### src/rtl/shifter_pkg.sv
// Shared encodings for the iterative multi-mode shifter.
package shifter_pkg;

  localparam logic [1:0] MODE_LSL = 2'b00;
  localparam logic [1:0] MODE_ASH = 2'b01;
  localparam logic [1:0] MODE_ROT = 2'b10;
  localparam logic [1:0] MODE_RCC = 2'b11;

  localparam logic DIR_LEFT  = 1'b0;
  localparam logic DIR_RIGHT = 1'b1;

  typedef enum logic [1:0] {
    S_IDLE  = 2'b00,
    S_SHIFT = 2'b01,
    S_DONE  = 2'b10
  } state_e;

endpackage

### src/rtl/shifter_step.sv
// Combinational shift of {carry, value} by k (0..Step) single-bit moves.
// The step-overflow output exists only when SHIFTER_OVERFLOW_EN is defined.
module shifter_step
  import shifter_pkg::*;
#(
  parameter int unsigned N    = 8,
  parameter int unsigned Step = 1,
  parameter int unsigned Aw   = 5
) (
  input  logic [1:0]    mode_i,
  input  logic          dir_i,
  input  logic [Aw-1:0] k_i,
  input  logic [N-1:0]  value_i,
  input  logic          carry_i,
  output logic [N-1:0]  value_o,
`ifdef SHIFTER_OVERFLOW_EN
  output logic          ovf_o,
`endif
  output logic          carry_o
);

  logic [N-1:0] v;
  logic         c;
  logic         b;
`ifdef SHIFTER_OVERFLOW_EN
  logic         ovf;
`endif

  always_comb begin
    v = value_i;
    c = carry_i;
    b = 1'b0;
`ifdef SHIFTER_OVERFLOW_EN
    ovf = 1'b0;
`endif
    // Unrolled single-bit moves so per-bit overflow is observed inside a multi-bit step.
    for (int i = 0; i < int'(Step); i++) begin
      if (i < int'(k_i)) begin
        if (dir_i == DIR_LEFT) begin
          b = v[N-1];
`ifdef SHIFTER_OVERFLOW_EN
          if (mode_i == MODE_LSL) ovf = ovf | v[N-1];
          else if (mode_i == MODE_ASH) ovf = ovf | (v[N-1] ^ v[N-2]);
`endif
          case (mode_i)
            MODE_ROT: v = {v[N-2:0], b};
            MODE_RCC: v = {v[N-2:0], c};
            default:  v = {v[N-2:0], 1'b0};
          endcase
          c = b;
        end else begin
          b = v[0];
          case (mode_i)
            MODE_LSL: v = {1'b0, v[N-1:1]};
            MODE_ASH: v = {v[N-1], v[N-1:1]};
            MODE_ROT: v = {b, v[N-1:1]};
            MODE_RCC: v = {c, v[N-1:1]};
          endcase
          c = b;
        end
      end
    end
  end

  assign value_o = v;
  assign carry_o = c;
`ifdef SHIFTER_OVERFLOW_EN
  assign ovf_o   = ovf;
`endif

endmodule

### src/rtl/multi_shifter.sv
// Iterative multi-mode shifter moving up to STEP bits per clock behind a start/finished handshake.
// Define SHIFTER_OVERFLOW_EN to add the o_overflow output.
module multi_shifter
  import shifter_pkg::*;
#(
  parameter int unsigned N    = 8,
  parameter int unsigned STEP = 1,
  localparam int unsigned AW  = $clog2(N) + 2
) (
  input  logic          i_clock,
  input  logic          i_reset,
  input  logic          i_start,
  output logic          o_busy,
  output logic          o_finished,
  input  logic          i_direction,
  input  logic [1:0]    i_mode,
  input  logic [AW-1:0] i_amount,
  input  logic          i_carry,
  input  logic [N-1:0]  i_value,
  output logic [N-1:0]  o_value,
`ifdef SHIFTER_OVERFLOW_EN
  output logic          o_overflow,
`endif
  output logic          o_carry
);

  state_e        state_q, state_d;
  logic [N-1:0]  work_q, work_d;
  logic          wcarry_q, wcarry_d;
  logic [1:0]    mode_q, mode_d;
  logic          dir_q, dir_d;
  logic [AW-1:0] rem_q, rem_d;
  logic [N-1:0]  value_q, value_d;
  logic          carry_q, carry_d;
  logic [AW-1:0] step_k;
  logic [N-1:0]  step_value;
  logic          step_carry;
`ifdef SHIFTER_OVERFLOW_EN
  logic          step_ovf;
  logic          ovf_acc_q, ovf_acc_d;
  logic          ovf_q, ovf_d;
`endif

  assign step_k = (rem_q > AW'(STEP)) ? AW'(STEP) : rem_q;

  shifter_step #(
    .N    (N),
    .Step (STEP),
    .Aw   (AW)
  ) u_step (
    .mode_i  (mode_q),
    .dir_i   (dir_q),
    .k_i     (step_k),
    .value_i (work_q),
    .carry_i (wcarry_q),
    .value_o (step_value),
`ifdef SHIFTER_OVERFLOW_EN
    .ovf_o   (step_ovf),
`endif
    .carry_o (step_carry)
  );

  always_comb begin
    state_d  = state_q;
    work_d   = work_q;
    wcarry_d = wcarry_q;
    mode_d   = mode_q;
    dir_d    = dir_q;
    rem_d    = rem_q;
    value_d  = value_q;
    carry_d  = carry_q;
`ifdef SHIFTER_OVERFLOW_EN
    ovf_acc_d = ovf_acc_q;
    ovf_d     = ovf_q;
`endif
    case (state_q)
      S_IDLE, S_DONE: begin
        state_d = S_IDLE;
        if (i_start) begin
          state_d  = S_SHIFT;
          work_d   = i_value;
          wcarry_d = i_carry;
          mode_d   = i_mode;
          dir_d    = i_direction;
          rem_d    = i_amount;
`ifdef SHIFTER_OVERFLOW_EN
          ovf_acc_d = 1'b0;
`endif
        end
      end
      S_SHIFT: begin
        work_d   = step_value;
        wcarry_d = step_carry;
        rem_d    = rem_q - step_k;
`ifdef SHIFTER_OVERFLOW_EN
        ovf_acc_d = ovf_acc_q | step_ovf;
`endif
        // Outputs change only on the final move so they stay stable while busy.
        if (rem_d == '0) begin
          state_d = S_DONE;
          value_d = step_value;
          carry_d = step_carry;
`ifdef SHIFTER_OVERFLOW_EN
          ovf_d   = ovf_acc_q | step_ovf;
`endif
        end
      end
      default: state_d = S_IDLE;
    endcase
  end

  always_ff @(posedge i_clock) begin
    if (!i_reset) begin
      state_q  <= S_IDLE;
      work_q   <= '0;
      wcarry_q <= 1'b0;
      mode_q   <= MODE_LSL;
      dir_q    <= DIR_LEFT;
      rem_q    <= '0;
      value_q  <= '0;
      carry_q  <= 1'b0;
`ifdef SHIFTER_OVERFLOW_EN
      ovf_acc_q <= 1'b0;
      ovf_q     <= 1'b0;
`endif
    end else begin
      state_q  <= state_d;
      work_q   <= work_d;
      wcarry_q <= wcarry_d;
      mode_q   <= mode_d;
      dir_q    <= dir_d;
      rem_q    <= rem_d;
      value_q  <= value_d;
      carry_q  <= carry_d;
`ifdef SHIFTER_OVERFLOW_EN
      ovf_acc_q <= ovf_acc_d;
      ovf_q     <= ovf_d;
`endif
    end
  end

  assign o_busy     = (state_q == S_SHIFT);
  assign o_finished = (state_q == S_DONE);
  assign o_value    = value_q;
  assign o_carry    = carry_q;
`ifdef SHIFTER_OVERFLOW_EN
  assign o_overflow = ovf_q;
`endif

endmodule
### config.mk
export PLATFORM = sky130hd
export DESIGN_NAME = multi_shifter
export DESIGN_NICKNAME = d
export VERILOG_FILES = /design/src/rtl/shifter_pkg.sv /design/src/rtl/shifter_step.sv /design/src/rtl/multi_shifter.sv
export SDC_FILE = /design/constraint.sdc
export NUM_CORES = 1
export LEC_CHECK = 0
export ABC_AREA = 1
export ABC_CLOCK_PERIOD_IN_PS = 2000
export CORE_MARGIN = 3
export CORE_UTILIZATION = 30
export CTS_CLUSTER_SIZE = 10
export DETAILED_ROUTE_END_ITERATION = 10
export GPL_TIMING_DRIVEN = 1
export PLACE_DENSITY = 0.5
export SLEW_MARGIN = 20
export SYNTH_ARGS = -nofsm -noshare
export SYNTH_HDL_FRONTEND = slang
export SYNTH_SLANG_ARGS = --single-unit
### constraint.sdc
create_clock -name i_clock -period 2 [get_ports i_clock]
set_input_delay 0.4 -clock i_clock [delete_from_list [all_inputs] [get_ports i_clock]]
set_output_delay 0.4 -clock i_clock [all_outputs]
set_load 0.05 [all_outputs]
# Yosys cells after proc, flatten, opt, wreduce, memory -nomap -nowiden
# Index checks and enable logic that the tools add are counted.
# op_classes
n_addsub	1
magnitude_cmp	2
n_eq_ne	7
n_mux	16
reduce_logical	8
# ops
operator	n
$pmux W8 S4	1
$mux W8	3
$pmux W8 S2	1
$mux W5	2
$pmux W5 S2	1
$eq A2 B2 Y1 const B	3
$reduce_and A2 Y1	3
$gt A5 B1 Y1 const B	1
$logic_not A5 Y1	1
$lt A1 B5 Y1 const A	1
$sub A5 B5 Y5	1
$eq A2 B1 Y1 const B	2
$logic_not A2 Y1	2
$mux W1	4
$pmux W1 S2	2
$pmux W2 S2	1
$mux W2	1
$ne A2 B1 Y1 const B	1
$ne A2 B2 Y1 const B	1
$reduce_bool A2 Y1	1
$reduce_or A2 Y1	1
# word_totals
register_bits	28
inputBits	20
output_inout_bits	11
elab_cells	42

# Depth between registers and ports, before layout
# depth
word_depth	6
mapped_depth	11
mapped_depth_nobuf	11

# Modules after synthesis
# Synthesis repeated with hierarchy kept, for this count alone.
# unflattened
hier_cells	226
area_unflattened_um2	1620.3
# modules_own_cells
module	n_inst	cells_per_inst	area_each_um2	seq_area_each_um2
multi_shifter	1	172	1326.3	560.5
shifter_step	1	54	294.0	0.0

# Least setup slack after synthesis
# Ideal clock, no wire load.
# synth_path
path_type	flip-flop to flip-flop
start	register rem_q[4]
end	register carry_q, in the netlist o_carry
setup_ps	60
t_arrival_ps	1470
t_required_ps	1940
slack_ps	470
path_stages_with_launch	11
path_buffers	0
period_less_slack_ps	1530
cell_sequence	dfxtp_1 > nor2_1 > nand2_1 > nand2_1 > ha_1 > inv_1 > nor3_2 > nand4_4 > nor2_8 > nand2_1 > nand2_1
# synth_between
elab_chain_len	5
word_cells_on_any_way	7
cone_classes	add/sub: 1; order compare: 2; mux: 2; reduce/logical: 2
# synth_lines
item	line_no	rtl
start, declared	multi_shifter.sv:32	logic [AW-1:0] rem_q, rem_d;
start signal, assigned	multi_shifter.sv:132	rem_q <= rem_d;
$gt A5 B1 Y1	multi_shifter.sv:44	assign step_k = (rem_q > AW'(STEP)) ? AW'(STEP) : rem_q;
$mux W5	multi_shifter.sv:44	
$sub A5 B5 Y5	multi_shifter.sv:94	rem_d = rem_q - step_k;
$logic_not A5 Y1	multi_shifter.sv:99	if (rem_d == '0) begin
$reduce_and A2 Y1 (no line)	n/a	
end signal, assigned	multi_shifter.sv:134	carry_q <= carry_d;
end, declared	multi_shifter.sv:34	logic carry_q, carry_d;
# Parallel ways exist; a longest one is shown, timed or not.
# A chain may end at the register's enable or synchronous reset.

# Worst setup path in the final report
# layout_path
start	register carry_q, in the netlist o_carry
end	output port o_carry
# layout_rtl
item	line_no	rtl
end, declared	multi_shifter.sv:24	output logic o_carry
# No word-level cell between the ends.

==> run metrics <==
Flop pwr share 35.5%; Logic pwr share 40.9%; setup TNS 0 ns; Nets 287; delay-heaviest family, CP buffers and inverters; GR Util All Layers 14.5%; Ys Warns 0; class of the worst hold path register to register; EDFF count, synth 0; Lkg Pwr 0.855 nW; first-pass iteration count of the detailed router 4; row count 25; Synth-to-Final Area Change 31.4%; Req. time, crit path 1.60 ns; clk sinks 28; critical path fanouts, max 2; detailed-route via count 1536; global-route wire length before repair 6.93 mm; Crit path depth 1; syn_nets 252; Setup Viol. Count Final 0; CTS H-Tree Depth 1; Cell Area, Synth 1520 sq um; final hold violations 0; post-DP HPWL 3.17 mm; CP startpoint o_carry$_SDFFE_PN0P_; DRT antenna net count 0; largest cells by area after synthesis dfxtp_1 (37%), nand2_1 (19%), inv_1 (7.9%), nand3_1 (6.6%), o21ai_0 (6.6%); RSZ-0062 raised after global routing no; most instantiated cells after synthesis nand2_1 (75), inv_1 (32), dfxtp_1 (28); I/O pin total 31; syn_area_per_cell 6.58 sq um; hold-fix buffer count after cts 0; final worst-path cycle share 92.8%; Antenna Cells 0; Final Power 1.97 mW; DRC 0; die area 5960 sq um; startpoint types register; Root Driver clkbuf_8; Reg2Reg Depth 10; Iteration-0 DRC Markers 80; Port Buffers 30; grt ovf 0; most common cell in the netlist nand2_1; CP Capture Type output port; area of placed instances 1930 sq um; CTS tree built; GP Congestion 0.787; P per Cell Area 986 nW/um^2; Slowest-stage cell, CP clkdlybuf4s50_1; largest area contributor in the netlist dfxtp_1; NetSw 0.782 mW; post-cts resize count 0; Crit Reg-Reg Endpoint o_value[3]$_SDFFE_PN0P_; wire per inst 12.5 microns; Die Y 77.2 microns; Yosys reg bits 28; maximum VDD drop 0.000454 V; async set-reset flop share out of synthesis 0%; CP Capture Point o_carry; post-synth top area share 36.9%; Setup CP Type register to output port; Synth Flop Type dfxtp_1; Pint 1.19 mW; Core Box Area 4820 sq um; layout cells sized above 1 10.2%; Initial Util 31.6%; clock network power share 23.6%; vias in the first global route 1440; CP arrival 1.46 ns; post-synth cell types 26; Clock Latency Late Sink 0.29 ns; Rel. slew slack 66.8%; status finished, final reports clean; critical path, cell by cell clkdlybuf4s50_1; Chip Width 77.2 microns; Worst-Margin Slew 0.496 ns; final wirelength 4.16 mm; WP buf/inv 1; clock-pin slew on the worst setup and hold paths 0.11 ns; Max-Cap Viols 0; Tmin final 1.86 ns; CP peak stage delay 0.81 ns; CTS Buffer Depth 2; Seq/Total Area, Yosys 36.9%; Slew Limit Fails 0; largest net degree at the start of global routing 17; Post-Synthesis Cells 231; Peak Freq 0.539 GHz; design area 2000 sq um; Reg-to-Reg Start rem_q[4]$_SDFFE_PN0P_; Sw Ratio 39.7%; flop2flop setup slack 0.26 ns; TritonCTS buffer count 3; Worst Skew 0.0119 ns; vias per cell 4.63; initial antenna violation count 0; postcts setup bufs 0
-- logic make-up (layout without fill, tap and decap cells) --
kind of cell               after synthesis  after routing  share of synthesized area [%]
AOI/OAI and AO/OA                       49             49                           17.9
adders and majority gates                1              1                          0.823
buffers and inverters                   41             75                           10.9
DFF                                     28             28                           36.9
and+or+nand+nor                        112            112                           33.4
-- per-layer routing --
layer / up-vias / global-route usage [%] / part of all wire, %
met5: - / 0 / 0
met3: 2 / 2.82 / 4.3
li1: 811 / - / -
met1: 695 / 18.9 / 48
met4: 0 / 2.14 / 0.55
met2: 28 / 25.0 / 47
-- cells in the final DEF (no fill, tap or decap), types with 2 or more instances in the layout --
cell and n:
inv_2 2, clkdlybuf4s50_1 28, o21ai_0 20, nand2_1 75, nand3_1 20, a21oi_1 16, clkbuf_8 3, nand2_2 2
dfxtp_1 28, o21ai_1 3, a31oi_1 2, inv_1 32, buf_4 8, o21ai_2 5, nor2_1 8
-- registers in the layout, summed over array words and instances, names as in the netlist --
signal	flops
o_value	8
work_q	8
rem_q	5
mode_q	2
state_q	2
dir_q	1
o_carry	1
wcarry_q	1
-- power by group through the flow --
stage / logic, mW / clock network [mW] / registers [mW]
2_1_floorplan: 0.547 / 0 / 0.733
3_3_place_gp: 0.809 / 0 / 0.715
3_5_place_dp: 0.807 / 0 / 0.713
4_1_cts: 0.810 / 0.473 / 0.700
5_1_grt: 0.905 / 0.494 / 0.715
6_report: 0.805 / 0.465 / 0.699
-- worst min-delay path by stage --
| stage | from | endpoint | slack (ns) | cells past startpoint |
|---|---|---|---|---|
| floorplan | rem_q[0]$_SDFFE_PN0P_ | rem_q[0]$_SDFFE_PN0P_ | 0.45 | 2 |
| global placement | o_value[1]$_SDFFE_PN0P_ | o_value[1]$_SDFFE_PN0P_ | 0.46 | 2 |
| detailed placement | o_value[1]$_SDFFE_PN0P_ | o_value[1]$_SDFFE_PN0P_ | 0.46 | 2 |
| CTS | o_value[1]$_SDFFE_PN0P_ | o_value[1]$_SDFFE_PN0P_ | 0.48 | 2 |
| global route | o_value[6]$_SDFFE_PN0P_ | o_value[6]$_SDFFE_PN0P_ | 0.51 | 2 |
| finish | o_value[1]$_SDFFE_PN0P_ | o_value[1]$_SDFFE_PN0P_ | 0.48 | 2 |
-- layout make-up --
type,instances,area [sq um]
clock buffers,3,41.3
clock inverters,1,30.0
fillers,572,2820
inverters,34,128
multi-input cells,162,793
flip-flops and latches,28,561
well taps,67,83.8
repair buffers,37,360
-- stage by stage --
step	hold WS (ns)	utilization, %	instances	worst slack (ns)
5_1_grt	0.508	41.5	332	0.0618
6_report	0.476	41.5	332	0.145
4_1_cts	0.481	41.5	332	0.132
3_5_place_dp	0.465	40.0	328	0.160
2_1_floorplan	0.455	-	231	0.470
3_3_place_gp	0.464	40.0	328	0.136
Power figures use the tool's default switching activity.
